==> src/rtl/ram_banked_param_pkg.sv <==
// Shared constants and helpers for the banked RAM: default geometry,
// FSM state encodings and a constant-foldable ceil(log2) helper.
package ram_banked_param_pkg;

  localparam int DEF_WIDTH = 32;
  localparam int DEF_DEPTH = 16;
  localparam int DEF_NBANK = 2;

  // state   | meaning
  // IDLE    | ready=1, user accesses accepted
  // CLEAR   | zeroing one row of every bank per cycle, ready=0
  localparam logic [0:0] ST_IDLE  = 1'b0;
  localparam logic [0:0] ST_CLEAR = 1'b1;

  // ceil(log2(v)); used only on elaboration-time constants
  function automatic int clog2(input int v);
    int r;
    r = 0;
    for (int i = 0; i < 31; i++) begin
      if ((1 << i) < v) r = i + 1;
    end
    return r;
  endfunction

endpackage

==> src/rtl/ram_banked_param_bank_cell.sv <==
// One storage bank: ROWS x WIDTH words, single write port and a
// combinational read port sharing the same row address.
module ram_banked_param_bank_cell #(
  parameter int WIDTH = 32,
  parameter int ROWS  = 8,
  parameter int RW    = 3
) (
  input  logic             clk,
  input  logic             we,
  input  logic [RW-1:0]    row,
  input  logic [WIDTH-1:0] wdata,
  output logic [WIDTH-1:0] rdata
);

  logic [WIDTH-1:0] r_mem [ROWS];

  // storage write; the array has no reset, the clear engine zeroes it
  always_ff @(posedge clk) begin
    if (we) r_mem[row] <= wdata;
  end

  assign rdata = r_mem[row];

endmodule

==> src/rtl/ram_banked_param.sv <==
// Banked single-port RAM with registered read, ready handshake and a
// clear engine that zeroes all banks in parallel, one row per cycle.
module ram_banked_param
  import ram_banked_param_pkg::*;
#(
  parameter int WIDTH = DEF_WIDTH,
  parameter int DEPTH = DEF_DEPTH,
  parameter int NBANK = DEF_NBANK,
  localparam int AW   = (DEPTH > 1) ? clog2(DEPTH) : 1
) (
  input  logic             clk,
  input  logic             rst_n,
  input  logic             en,
  input  logic             read,
  input  logic [AW-1:0]    address,
  input  logic [WIDTH-1:0] in,
  input  logic             clear,
  output logic [WIDTH-1:0] out,
  output logic             out_valid,
  output logic             ready
);

  localparam int ROWS = DEPTH / NBANK;
  localparam int RW   = (ROWS > 1) ? clog2(ROWS) : 1;
  localparam int BW   = (NBANK > 1) ? clog2(NBANK) : 1;

  logic [0:0]       r_state;
  logic [RW-1:0]    r_cnt;
  logic [RW-1:0]    w_row;
  logic [BW-1:0]    w_bank;
  logic             w_clearing;
  logic             w_acc;
  logic             w_wr;
  logic             w_rd;
  logic [RW-1:0]    w_cell_row;
  logic [WIDTH-1:0] w_cell_wdata;
  logic [WIDTH-1:0] w_rdata [NBANK];

  // address split: low bits pick the row, the remaining MSBs pick the bank
  generate
    if (ROWS > 1) begin : g_row
      assign w_row = address[RW-1:0];
    end else begin : g_row1
      assign w_row = '0;
    end
    if (NBANK > 1) begin : g_bank_sel
      assign w_bank = address[AW-1:AW-BW];
    end else begin : g_bank_sel1
      assign w_bank = '0;
    end
  endgenerate

  assign w_clearing   = (r_state == ST_CLEAR);
  assign ready        = ~w_clearing;
  assign w_acc        = en & ~w_clearing;
  assign w_wr         = w_acc & ~read;
  assign w_rd         = w_acc & read;
  assign w_cell_row   = w_clearing ? r_cnt : w_row;
  assign w_cell_wdata = w_clearing ? '0 : in;

  // clear writes every bank at once; a user write only hits its own bank
  generate
    for (genvar b = 0; b < NBANK; b++) begin : g_bank
      ram_banked_param_bank_cell #(
        .WIDTH (WIDTH),
        .ROWS  (ROWS),
        .RW    (RW)
      ) u_cell (
        .clk   (clk),
        .we    (w_clearing | (w_wr & (w_bank == BW'(b)))),
        .row   (w_cell_row),
        .wdata (w_cell_wdata),
        .rdata (w_rdata[b])
      );
    end
  endgenerate

  // clear sequencing: restart on a clear pulse, leave after the last row
  always_ff @(posedge clk or negedge rst_n) begin
    if (!rst_n) begin
      r_state <= ST_CLEAR;
      r_cnt   <= '0;
    end else begin
      case (r_state)
        ST_CLEAR: begin
          if (clear) begin
            r_cnt <= '0;
          end else if (r_cnt == RW'(ROWS - 1)) begin
            r_state <= ST_IDLE;
            r_cnt   <= '0;
          end else begin
            r_cnt <= r_cnt + 1'b1;
          end
        end
        default: begin
          if (clear) begin
            r_state <= ST_CLEAR;
            r_cnt   <= '0;
          end
        end
      endcase
    end
  end

  // registered read from the addressed bank only; out holds between reads
  always_ff @(posedge clk or negedge rst_n) begin
    if (!rst_n) begin
      out       <= '0;
      out_valid <= 1'b0;
    end else begin
      out_valid <= w_rd;
      if (w_rd) out <= w_rdata[w_bank];
    end
  end

endmodule

==> config.mk <==
export PLATFORM = sky130hd
export DESIGN_NAME = ram_banked_param
export DESIGN_NICKNAME = d
export VERILOG_FILES = /design/src/rtl/ram_banked_param_pkg.sv /design/src/rtl/ram_banked_param_bank_cell.sv /design/src/rtl/ram_banked_param.sv
export SDC_FILE = /design/constraint.sdc
export NUM_CORES = 1
export LEC_CHECK = 0
export CORE_MARGIN = 5
export CORE_UTILIZATION = 45
export CTS_CLUSTER_DIAMETER = 80
export DETAILED_ROUTE_END_ITERATION = 16
export REMOVE_ABC_BUFFERS = 1
export SLEW_MARGIN = 30
export SYNTH_ARGS = -nofsm -noshare
export SYNTH_HDL_FRONTEND = slang
export SYNTH_SLANG_ARGS = --single-unit
==> constraint.sdc <==
create_clock -name clk -period 4.8 [get_ports clk]
set_input_delay 1.2 -clock clk [delete_from_list [all_inputs] [get_ports clk]]
set_output_delay 1.2 -clock clk [all_outputs]
set_load 0.1 [all_outputs]
* Yosys cells after proc, flatten, opt, wreduce, memory -nomap -nowiden
Memory sizes are Yosys's and may differ from the RTL's.
Index checks and enable logic that the tools add are counted.
** Storage, ports and cells
- Register bits after elaboration :: 37
- RAM bits :: 512
- Output and inout port bits :: 34
- Logic and storage cells :: 38
- Memories :: 2
** Cells by class
- Add/subtract/negate cells :: 1
- $lt $le $gt $ge :: 1
- Equal/unequal tests :: 1
- Multiplexer cells :: 17
- Bitwise logic cells :: 11
- Reductions and logical operators :: 1
** Memory list
- g_bank[0].u_cell.r_mem :: words 8, width 32, read ports 1, clocked after memory_dff 0, wr ports 1, line ram_banked_param_bank_cell.sv:15 : logic [WIDTH-1:0] r_mem [ROWS];
- g_bank[1].u_cell.r_mem :: words 8, width 32, read ports 1, clocked after memory_dff 0, wr ports 1, line ram_banked_param_bank_cell.sv:15
** Operator list (number)
- two-way mux 32 bit :: 4
- two-way mux 3 bit :: 5
- two-way mux 1 bit :: 8
- AND 1 bit :: 5
- adder 3 x 1 -> 3 bit (second input constant) :: 1
- == test 3 bit (second input constant) :: 1
- NOT 1 bit :: 3
- >= comparator 2 bit (second input constant) :: 1
- NOT 1 -> 2 bit :: 1
- OR 1 bit :: 2
- nonzero test 2 bit :: 1

* Logic depth before layout (Yosys ltp)
- Word-level depth :: 7
- Gate-level depth with buffers :: 9
- Depth with buffers taken out :: 5

* Modules after synthesis
From an unflattened synthesis, not the netlist that was laid out.
** Second synthesis, totals
- Cell total of the unflattened synthesis :: 1006
- Area total of the unflattened synthesis :: 21928.5 um2
** By module, submodules not included
- ram_banked_param_bank_cell :: times used 2, cells each 421, area each 9859.5 um2
- ram_banked_param :: times used 1, cells each 164, area each 2209.6 um2

* Least setup slack after synthesis
OpenSTA, ideal clock, no wires.
- Kind :: input-to-reg
- Start point :: input address[1]
- End point :: memory g_bank[0].u_cell.r_mem[1][0] (enable)
- Data arrival time :: 3748 ps
- Path slack :: 628 ps
- Stages :: 6
- Path through :: buf_2 > or2_2 > o32ai_2 > buf_2 > buf_2 > nor2b_1
** Between the ends
- Word-level cells in the longest chain between the ends :: 1
** Ends and longest elaborated chain
- from (decl) :: line ram_banked_param.sv:15 : input logic [AW-1:0] address,
- two-way mux 3 bit :: line ram_banked_param.sv:58 : assign w_cell_row = w_clearing ? r_cnt : w_row;
- to (decl) :: line ram_banked_param_bank_cell.sv:15
Every way passes these cells.

* Final worst setup path
- Start point :: register r_state
- End point :: output ready
** Between the ends
- Word-level cells in the longest chain between the ends :: 1
** Ends and longest elaborated chain
- from (decl) :: line ram_banked_param.sv:27 : logic [0:0] r_state;
- from (signal assigned) :: line ram_banked_param.sv:81 : r_state <= ST_CLEAR;
- from (signal assigned) :: line ram_banked_param.sv:89 : r_state <= ST_IDLE;
- from (signal assigned) :: line ram_banked_param.sv:97 : r_state <= ST_CLEAR;
- NOT 1 bit :: line ram_banked_param.sv:54 : assign ready = ~w_clearing;
- to (decl) :: line ram_banked_param.sv:20 : output logic ready
Every way passes these cells.

==> results.yml <==
run_status:
  status: "finished clean"
global_routing:
  grt_pass1_vias: 12626
  antenna_found_initial: 0
  grt_pass1_wl_mm: 84.0
  grt_use_total_pct: 22.2
  grt_overflow: 0
  grt_max_degree: 57
timing:
  fin_crit_sh_pct: 83.8
  setup-violations-final: 0
  period_needed_ns: 4.02
  rsz0062_at_grt: "false"
  slew_headroom_pct: 31.9
  finalMaxSlewViolations: 0
  finalHoldViolCount: 0
  fmax_ghz: 0.249
  finClkSkew_ns: 0.0140
  whs_ns: 0.568
  worstMarginPinSlew_ns: 1.02
layout:
  synthToLayoutAreaGrowth_pct: 17.7
  fillerInstances: 3676
  drive_gt1_share_pct: 18.3
  insertedDiodeCount: 0
  final_cell_area_um2: 24600
  final_nets: 1346
floorplanning:
  placementRows: 79
  ios: 75
  die_x_um: 226
  start_util_pct: 45.2
  die_area_um2: 50900
  die_h_um: 226
  design.core.area_um2: 46300
logic_synthesis:
  synth_top_area_share_pct: 73.5
  synthArstFlopShare_pct: 6.74
  synth_edf_count: 512
  synth.distinct_cells: 60
  syn_avg_cell_area_um2: 17.6
  syn_inst: 1191
  ys_top_cells_by_area: "edfxtp_1 74%, dfrtp_1 4.3%, a222oi_1 2.7%, a221oi_1 1.8%, mux2i_1 1.6%"
  synth.cell_area_um2: 20900
  yosysTopAreaCell: "edfxtp_1"
  synth_seq_cells: 549
  yosysWarnings: 0
  synth_ff_type: "edfxtp_1"
  seq_area_frac_synth_pct: 78.0
power:
  vdd_drop_max_mv: 0.246
  internal_power_w: 0.00818
  power_frac_comb_pct: 12.1
  switchingPower_w: 0.00277
  p_leak_nw: 8.09
  p_per_area_nw_per_um2: 445
  netSwitchingFraction_pct: 25.3
  pwr-share-seq_pct: 51.0
  clkPwrFrac_pct: 36.9
cts:
  clkTransAtPathRegs_ns: 0.06
  cts_resized: 0
  clockBufferDepth: 3
  cts_setup_buffers: 0
  htreeDepth: 2
  insertion_delay_ns: 0.59
  cts_made_buffers: 54
  clkSinkCount: 549
  tritoncts: "done"
  hold_buffers: 0
  cts_root_buffer: "clkbuf_16"
drt:
  vias_per_cell: 6.23
  drtIter0Drc: 1534
  routed_wl_mm: 56.2
  wire_per_inst_um: 28.8
  first_pass_iters: 8
  drc: 0
  ant_nets: 0
  num_vias: 12181
placed_design:
  io_buffers: 74
  place_area_um2: 22900
  dp_hpwl_mm: 32.3
  gp_congestion: 0.786
critical_path:
  slowest_stage: "dfstp_4"
  cp_max_fo: 46
  end_kind: "output port"
  path_cells: "inv_1, clkdlybuf4s50_1"
  path_class: "reg2out"
  cp.required_ns: 3.60
  slowest_delay_ns: 1.05
  worstPathArrival_ns: 2.82
  startpoint_type: "flop"
run:
  cap_violations: 0
worst_hold_path:
  hp-class: "reg2reg"
cells in the mapped netlist (5+ instances only):
cell / instances
a222oi_1: 56
and2_1: 5
o21ai_0: 47
dfrtp_1: 36
o221ai_1: 6
mux2_2: 23
nand4_1: 11
a22oi_1: 26
a211oi_1: 12
buf_6: 6
edfxtp_1: 512
buf_2: 33
nand2_1: 36
nand3_1: 6
nor2_1: 34
o221a_2: 11
clkbuf_1: 32
a32oi_1: 5
a21oi_1: 46
mux2i_1: 33
inv_1: 6
a221oi_1: 43
o221a_1: 5
nor2b_1: 46
a221o_1: 14
mux2_4: 5
o211ai_1: 13
nor4bb_1: 6
o22ai_1: 9
or2_2: 5
buf_4: 5
final cells by class:
| cell class | instances | area, µm² | area share [%] |
|---|---|---|---|
| clock buffer | 80 | 1540 | 6.26 |
| sequential | 549 | 16300 | 66.3 |
| inverter | 6 | 22.5 | 0.0915 |
| clock inverter | 20 | 150 | 0.610 |
| timing repair buffer | 137 | 1360 | 5.52 |
| multi-input combinational | 555 | 4470 | 18.2 |
| tap | 607 | 759 | 3.09 |
worst paths after layout:
check,cells past startpoint,to,startpoint,slack (ns)
setup / recovery,2,ready,r_state,0.78
hold / removal,2,out[30],out[30],0.57
setup reg to reg,6,out[14],r_state,1.17
hold reg to reg,2,out[30],out[30],0.57
max in group asynchronous,2,out[6],rst_n,3.52
min in group asynchronous,2,out[24],rst_n,0.76
critical path: cells and delay by family (launching register included):
kind	cells	cell delay, ns
buffers and inverters	2	1.17
DFF	1	1.05
layer usage:
metal | share of wire, % | routed length (µm) | track usage (%)
met4 | 2.6 | 1470 | 6.23
met2 | 47 | 26600 | 35.1
met3 | 7.6 | 4250 | 4.64
met5 | 0 | 0 | 0
met1 | 42 | 23900 | 31.8
logic make-up (layout without fill, tap and decap cells):
logic type	Yosys count	in the layout	share of synthesized area [%]
compound gates	324	324	12.2
fa+ha+maj	2	2	0.120
buf+inv	87	243	2.08
flops	549	549	78.0
mux	61	61	3.18
simple gates	168	168	4.43
state kept, by name, summed over array words and instances (netlist names):
signal and cells:
r_state 1, out_valid 1, out 32, r_cnt 3
g_bank.u_cell.r_mem 512
through the flow:
step	util, %	setup TNS [ns]	total power (W)	setup WS (ns)	std cells
after floorplan	-	-92.74	0.00645	-1.41	1110
after global placement	49.4	0	0.00698	0.828	1854
after detailed placement	49.4	0	0.00701	0.722	1854
after CTS	53.1	0	0.0110	0.758	1954
after global routing	53.2	0	0.0113	0.636	1954
final	53.2	0	0.0110	0.777	1954
cell usage in the layout, fill, tap and decap left out, types with 7 or more instances in the layout:
master / Yosys / routed
mux2_2: 23 / 23
nor2b_2: 0 / 28
a222oi_1: 56 / 56
clkbuf_8: 0 / 7
mux2i_1: 33 / 31
clkbuf_16: 0 / 55
nor2b_4: 0 / 14
edfxtp_1: 512 / 512
dfrtp_1: 36 / 36
clkinv_1: 0 / 7
a22oi_1: 26 / 26
clkbuf_1: 32 / 18
a221oi_1: 43 / 43
a221o_1: 14 / 14
o21ai_0: 47 / 47
o211ai_1: 13 / 13
o22ai_1: 9 / 7
a211oi_1: 12 / 12
o221a_2: 11 / 11
nand4_1: 11 / 11
nor2_1: 34 / 32
clkdlybuf4s50_1: 0 / 73
clkinv_2: 0 / 8
buf_12: 0 / 12
buf_4: 5 / 51
a21oi_1: 46 / 46
nand2_1: 36 / 36
power by group through the flow:
stage | registers, W | clock network [W] | logic, W
2_1_floorplan | 0.00600 | 0 | 0.000450
3_3_place_gp | 0.00568 | 0 | 0.00130
3_5_place_dp | 0.00569 | 0 | 0.00132
4_1_cts | 0.00559 | 0.00411 | 0.00132
5_1_grt | 0.00561 | 0.00431 | 0.00138
6_report | 0.00559 | 0.00404 | 0.00132
(Power assumes the default switching activity.)
==> variant 1 (same flow settings) <==
The package constant `DEF_NBANK` goes from 2 to 4.
--- a/src/rtl/ram_banked_param_pkg.sv
+++ b/src/rtl/ram_banked_param_pkg.sv
@@ -5,5 +5,5 @@
   localparam int DEF_WIDTH = 32;
   localparam int DEF_DEPTH = 16;
-  localparam int DEF_NBANK = 2;
+  localparam int DEF_NBANK = 4;
 
   // state   | meaning
Behaviour: not the same (Yosys sat finds a counterexample within 10 cycles, from zero or initial values and one cycle with rst_n low).
==> variant 1 against the original RTL <==
Global-route usage is 1.1 points lower; critical path type is now reg2reg; area after synthesis decreased by 0.42%; setup slack gained 0.51 ns; fmax up 14%; design area decreased by 0.49%; via count is 1.1% lower; critical endpoint is now out[10]; wire length is 3.3% lower; first-iteration DRC count down 27%; non-clock buffer count is 12 lower; worst hold slack lost 0.057 ns; sequential cell count decreased by 1.
Power is not compared: it rests on default switching activity, and its combinational part moved more than twofold at a synthesized area within 25%.
==> variant 1: results (changes against the original RTL) <==
Cells and area
  – Layout fillers: 3,598 (was 3,676)
  – Largest regs: g_bank.u_cell.r_mem: 512 flops, out: 32 flops, r_cnt: 2 flops (was g_bank.u_cell.r_mem: 512 flops, out: 32 flops, r_cnt: 3 flops)
  – Layout cells sized above 1: 16.8% (was 18.3%)
  – Antenna Cells: 0 (unchanged)
  – Fin nets: 1,351 (was 1,346)

Placement
  – Gpl congestion: 0.771 (was 0.786)
  – Placed Area: 22,500 um2 (was 22,900 um2)
  – HPWL after detailed placement: 29,700 um (was 32,300 um)

Synth
  – Multiplexer share of the synthesized area: 0.403% (was 3.18%)
  – Yosys cell types: 51 (was 60)
  – Synth Area in Adders: 0.0601% (was 0.120%)
  – Compound-gate portion of the synthesized area: 13.4% (was 12.2%)
  – EDFF count, synth: 512 (unchanged)
  – Synth async-reset ratio: 6.57% (was 6.74%)
  – Sequential fraction of the synthesis area: 78.2% (was 78.0%)
  – Top cells by count, synth: 512 x edfxtp_1, 107 x a221oi_1, 63 x nor2_1 (was 512 x edfxtp_1, 56 x a222oi_1, 47 x o21ai_0)
  – Synth top area cells: edfxtp_1 74%, a221oi_1 4.5%, dfrtp_1 4.2%, a22oi_1 1.9%, a221o_1 1.7% (was edfxtp_1 74%, dfrtp_1 4.3%, a222oi_1 2.7%, a221oi_1 1.8%, mux2i_1 1.6%)

Run status
  – Outcome: finished, final reports clean (unchanged)

STA
  – Worst slew pin tran: 1.01 ns (was 1.02 ns)
  – Clk_skew: 0.0167 ns (was 0.0140 ns)

Clock tree
  – Postcts setup bufs: 0 (unchanged)
  – TritonCTS Buffers: 56 (was 54)
  – H-tree depth: 2 (unchanged)

Worst setup path
  – Critical path's largest stage delay: 0.98 ns (was 1.05 ns)
  – Worst path slowest cell: dfstp_2 (was dfstp_4)
  – Worst EP arrival: 4.00 ns (was 2.82 ns)
  – Maximum fanout along the worst path: 58 (was 46)

Hold path
  – HP Class: in2async (was reg2reg)

Drt
  – Iteration-0 DRC count of the detailed router: 1,124 (was 1,534)
  – DR pass1 iterations: 7 (was 8)
  – Vias/cell: 6.17 (was 6.23)
  – Routed wire length: 54,300 um (was 56,200 um)

Global routing
  – Number of global-route vias before repair: 12,100 (was 12,600)
  – Tot GR Track Use: 21.2% (was 22.2%)
  – Largest net degree at the start of global routing: 78 (was 57)
  – First-pass GRT wire length: 80,200 um (was 84,000 um)

Power and ir drop
  – Leakage: 8.15 nW
==> variant 1: area by class of cell <==
type | instances | share of cell area, %
sequential | 548 | 66.5
multi-input combinational | 574 | 17.4
clock buffer | 73 | 6.44
timing repair buffer | 125 | 5.34
tap | 600 | 3.07
clock inverter | 30 | 1.25
inverter | 4 | 0.0613
==> variant 1: worst max-delay path, delay by kind of cell (launching register included) <==
family	cells	cell delay, ns
AO/OA/AOI/OAI	2	0.70
flip-flops	1	0.98
buffers and inverters	2	0.89
AND/OR/NAND/NOR	4	0.80
==> variant 1: power groups by stage <==
stage	sequential [W]	combinational, W	clock, W
final	0.00696	0.00375	0.00440
after floorplan	0.00796	0.00127	0
after global placement	0.00702	0.00372	0
after CTS	0.00696	0.00376	0.00447
after global routing	0.00705	0.00392	0.00468
after detailed placement	0.00705	0.00376	0
==> variant 1: final timing paths <==
check | startpoint | end | slack, ns | cells after the start
setup / recovery | r_state | out[10] | 1.28 | 8
hold / removal | rst_n | out[5] | 0.51 | 1
setup reg to reg | r_state | out[10] | 1.28 | 8
hold reg to reg | out[26] | out[26] | 0.52 | 1
max in group asynchronous | rst_n | out[21] | 3.41 | 2
min in group clk | out[26] | out[26] | 0.52 | 1
==> variant 1: stage by stage <==
step | hold slack (ns) | setup slack, ns | power [W] | cells | util [%]
finish | 0.511 | 1.28 | 0.0151 | 1954 | 53.7
global route | 0.516 | 1.07 | 0.0156 | 1954 | 53.7
CTS | 0.493 | 1.31 | 0.0152 | 1953 | 53.5
detailed placement | 0.499 | 0.863 | 0.0108 | 1850 | 49.4
global placement | 0.510 | 0.778 | 0.0107 | 1850 | 49.4
floorplan | 0.501 | 0.0494 | 0.00923 | 1126 | -
==> variant 1: layer usage <==
layer  GRT usage (%)  up-vias  routed length, um
li1                -     5246                  -
met1            29.4     6259              23100
met2            35.3      450              26500
met3            3.15       93               3460
met4            5.88        0               1270
met5               0        -                  0
==> variant 1: kinds of logic after synthesis <==
kind of cell,Yosys count
AND/OR/NAND/NOR,237
flip-flops,548
AO/OA/AOI/OAI,328
adder cells (fa/ha/maj),1
buffers and inverters,97
multiplexers,8
==> variant 2 (config.mk and constraints unchanged) <==
Without the edit above. Reset style: synchronous (`rst_n`), changed in 2 clocked blocks.
--- a/src/rtl/ram_banked_param.sv
+++ b/src/rtl/ram_banked_param.sv
@@ -77,5 +77,5 @@
 
   // clear sequencing: restart on a clear pulse, leave after the last row
-  always_ff @(posedge clk or negedge rst_n) begin
+  always_ff @(posedge clk) begin
     if (!rst_n) begin
       r_state <= ST_CLEAR;
@@ -104,5 +104,5 @@
 
   // registered read from the addressed bank only; out holds between reads
-  always_ff @(posedge clk or negedge rst_n) begin
+  always_ff @(posedge clk) begin
     if (!rst_n) begin
       out       <= '0;
Formal check against the unedited RTL: differs if rst_n is asserted again (counterexample within 10 cycles, from zero or initial values and one cycle with rst_n low); with rst_n held inactive, the same outputs for 10 cycles.
==> variant 2 against the original RTL <==
Wire length is 12% higher; clock skew rose by 0.0061 ns; sequential cell count is the same; design area up 1.9%; area after synthesis up 2.5%; synthesized cell count up 17%; critical path depth unchanged; utilization is 0.37 points lower; setup slack improved by 0.16 ns; critical path type unchanged; highest routed layer unchanged.
Power is not compared: it rests on default switching activity, and its combinational part moved more than twofold at a synthesized area within 25%.
==> variant 2: results (changes against the original RTL) <==
Drt
  – Vias/cell: 6.05 (was 6.23)
  – DR vias: 13,200 (was 12,200)
  – DR pass1 iterations: 6 (was 8)
  – Iteration-0 DRC count of the detailed router: 1,425 (was 1,534)
  – Routed wire length: 62,700 um (was 56,200 um)

Synth
  – Synth async-reset ratio: 0% (was 6.74%)
  – Sequential fraction of the synthesis area: 75.2% (was 78.0%)
  – Synthesized instance count: 1,399 (was 1,191)
  – Top cells by count, synth: 512 x edfxtp_1, 210 x nand2_1, 110 x a21oi_1 (was 512 x edfxtp_1, 56 x a222oi_1, 47 x o21ai_0)
  – Synth top area cells: edfxtp_1 72%, nand2_1 3.7%, dfxtp_1 3.5%, a21oi_1 2.6%, mux2i_1 1.5% (was edfxtp_1 74%, dfrtp_1 4.3%, a222oi_1 2.7%, a221oi_1 1.8%, mux2i_1 1.6%)
  – Yosys cell types: 67 (was 60)

STA
  – Clk_skew: 0.0201 ns (was 0.0140 ns)
  – Worst slew pin tran: 0.990 ns (was 1.02 ns)

Worst setup path
  – Worst EP arrival: 2.67 ns (was 2.82 ns)
  – Maximum fanout along the worst path: 41 (was 46)
  – Worst r2r dst: g_bank[0].u_cell.r_mem[2][21] (was out[14])
  – Flop2flop setup slack: 1.36 ns (was 1.17 ns)
  – Crit path from: r_state (unchanged)
  – R2R depth: 6 (unchanged)

Cells and area
  – Layout cells sized above 1: 15.8% (was 18.3%)
  – Fin nets: 1,567 (was 1,346)
  – Layout fillers: 3,989 (was 3,676)
  – Largest regs: g_bank.u_cell.r_mem: 512 flops, out: 32 flops, r_cnt: 3 flops (unchanged)

Placement
  – HPWL after detailed placement: 36,400 um (was 32,300 um)
  – Gpl congestion: 0.855 (was 0.786)
  – # placed instances: 2,080 (was 1,854)

Global routing
  – Tot GR Track Use: 23.5% (was 22.2%)
  – First-pass GRT wire length: 91,000 um (was 84,000 um)
  – Largest net degree at the start of global routing: 76 (was 57)

Hold path
  – Min-delay src: out[17] (was out[30])
  – Worst Hold Endpoint: out[17] (was out[30])

Power and ir drop
  – Leakage: 8.31 nW
  – VDD IR-drop max: 0.000269 V

Clock tree
  – Root Buffer: clkbuf_16 (unchanged)
  – Worst skew pair latency: 0.61 ns (was 0.59 ns)
  – TritonCTS Buffers: 57 (was 54)

Run status
  – Outcome: finished, final reports clean (unchanged)
variant 2: cell families (layout without fill, tap and decap cells):
group / after synthesis / in the layout / share of synthesized area [%]
flip-flops: 549 / 549 / 75.2
AO/OA/AOI/OAI: 352 / 352 / 11.7
AND/OR/NAND/NOR: 345 / 345 / 7.23
buffers and inverters: 94 / 267 / 2.51
multiplexers: 57 / 57 / 3.19
adder cells (fa/ha/maj): 2 / 2 / 0.117
variant 2: how the worst max path moves through the flow:
stage	endpoint	slack, ns	cells past startpoint
floorplan	g_bank[1].u_cell.r_mem[4][0]	-1.75	3
global placement	out[5]	0.87	7
detailed placement	out[6]	0.86	8
CTS	ready	0.94	2
global route	ready	0.83	2
finish	ready	0.93	2
variant 2: power breakdown:
| part | switching [W] | internal (W) |
|---|---|---|
| Clock | 0.00179 | 0.00237 |
| Combinational | 0.000264 | 0.000141 |
| Sequential | 0.0000211 | 0.00525 |
| Total | 0.00207 | 0.00776 |
variant 2: per-layer routing:
metal	GRT usage (%)	wire [um]	up-vias
li1	-	-	5732
met1	32.4	25600	6757
met2	38.4	29800	629
met3	4.04	5350	119
met4	7.75	2010	0
met5	0	0	-
variant 2: cell type report:
type / instances / area share (%)
flip-flops and latches: 549 / 64.3
clock buffers: 90 / 6.47
multi-input cells: 756 / 19.9
well taps: 615 / 3.07
repair buffers: 154 / 5.65
inverters: 6 / 0.0899
clock inverters: 17 / 0.524
variant 2: worst max-delay path, stage by stage (launching register included):
cell	delay, ns
dfxtp_4	0.81
inv_1	0.22
clkdlybuf4s50_1	1.02
variant 2: through the flow:
stage	hold WS [ns]	setup WS (ns)	util [%]	total power, W	instance area [um2]
3_3_place_gp	0.459	0.872	49.0	0.00576	23200
5_1_grt	0.492	0.833	52.8	0.0101	25100
6_report	0.475	0.935	52.8	0.00983	25100
2_1_floorplan	0.514	-1.75	-	0.00557	20900
4_1_cts	0.477	0.937	52.7	0.00988	25000
3_5_place_dp	0.466	0.859	49.0	0.00577	23300
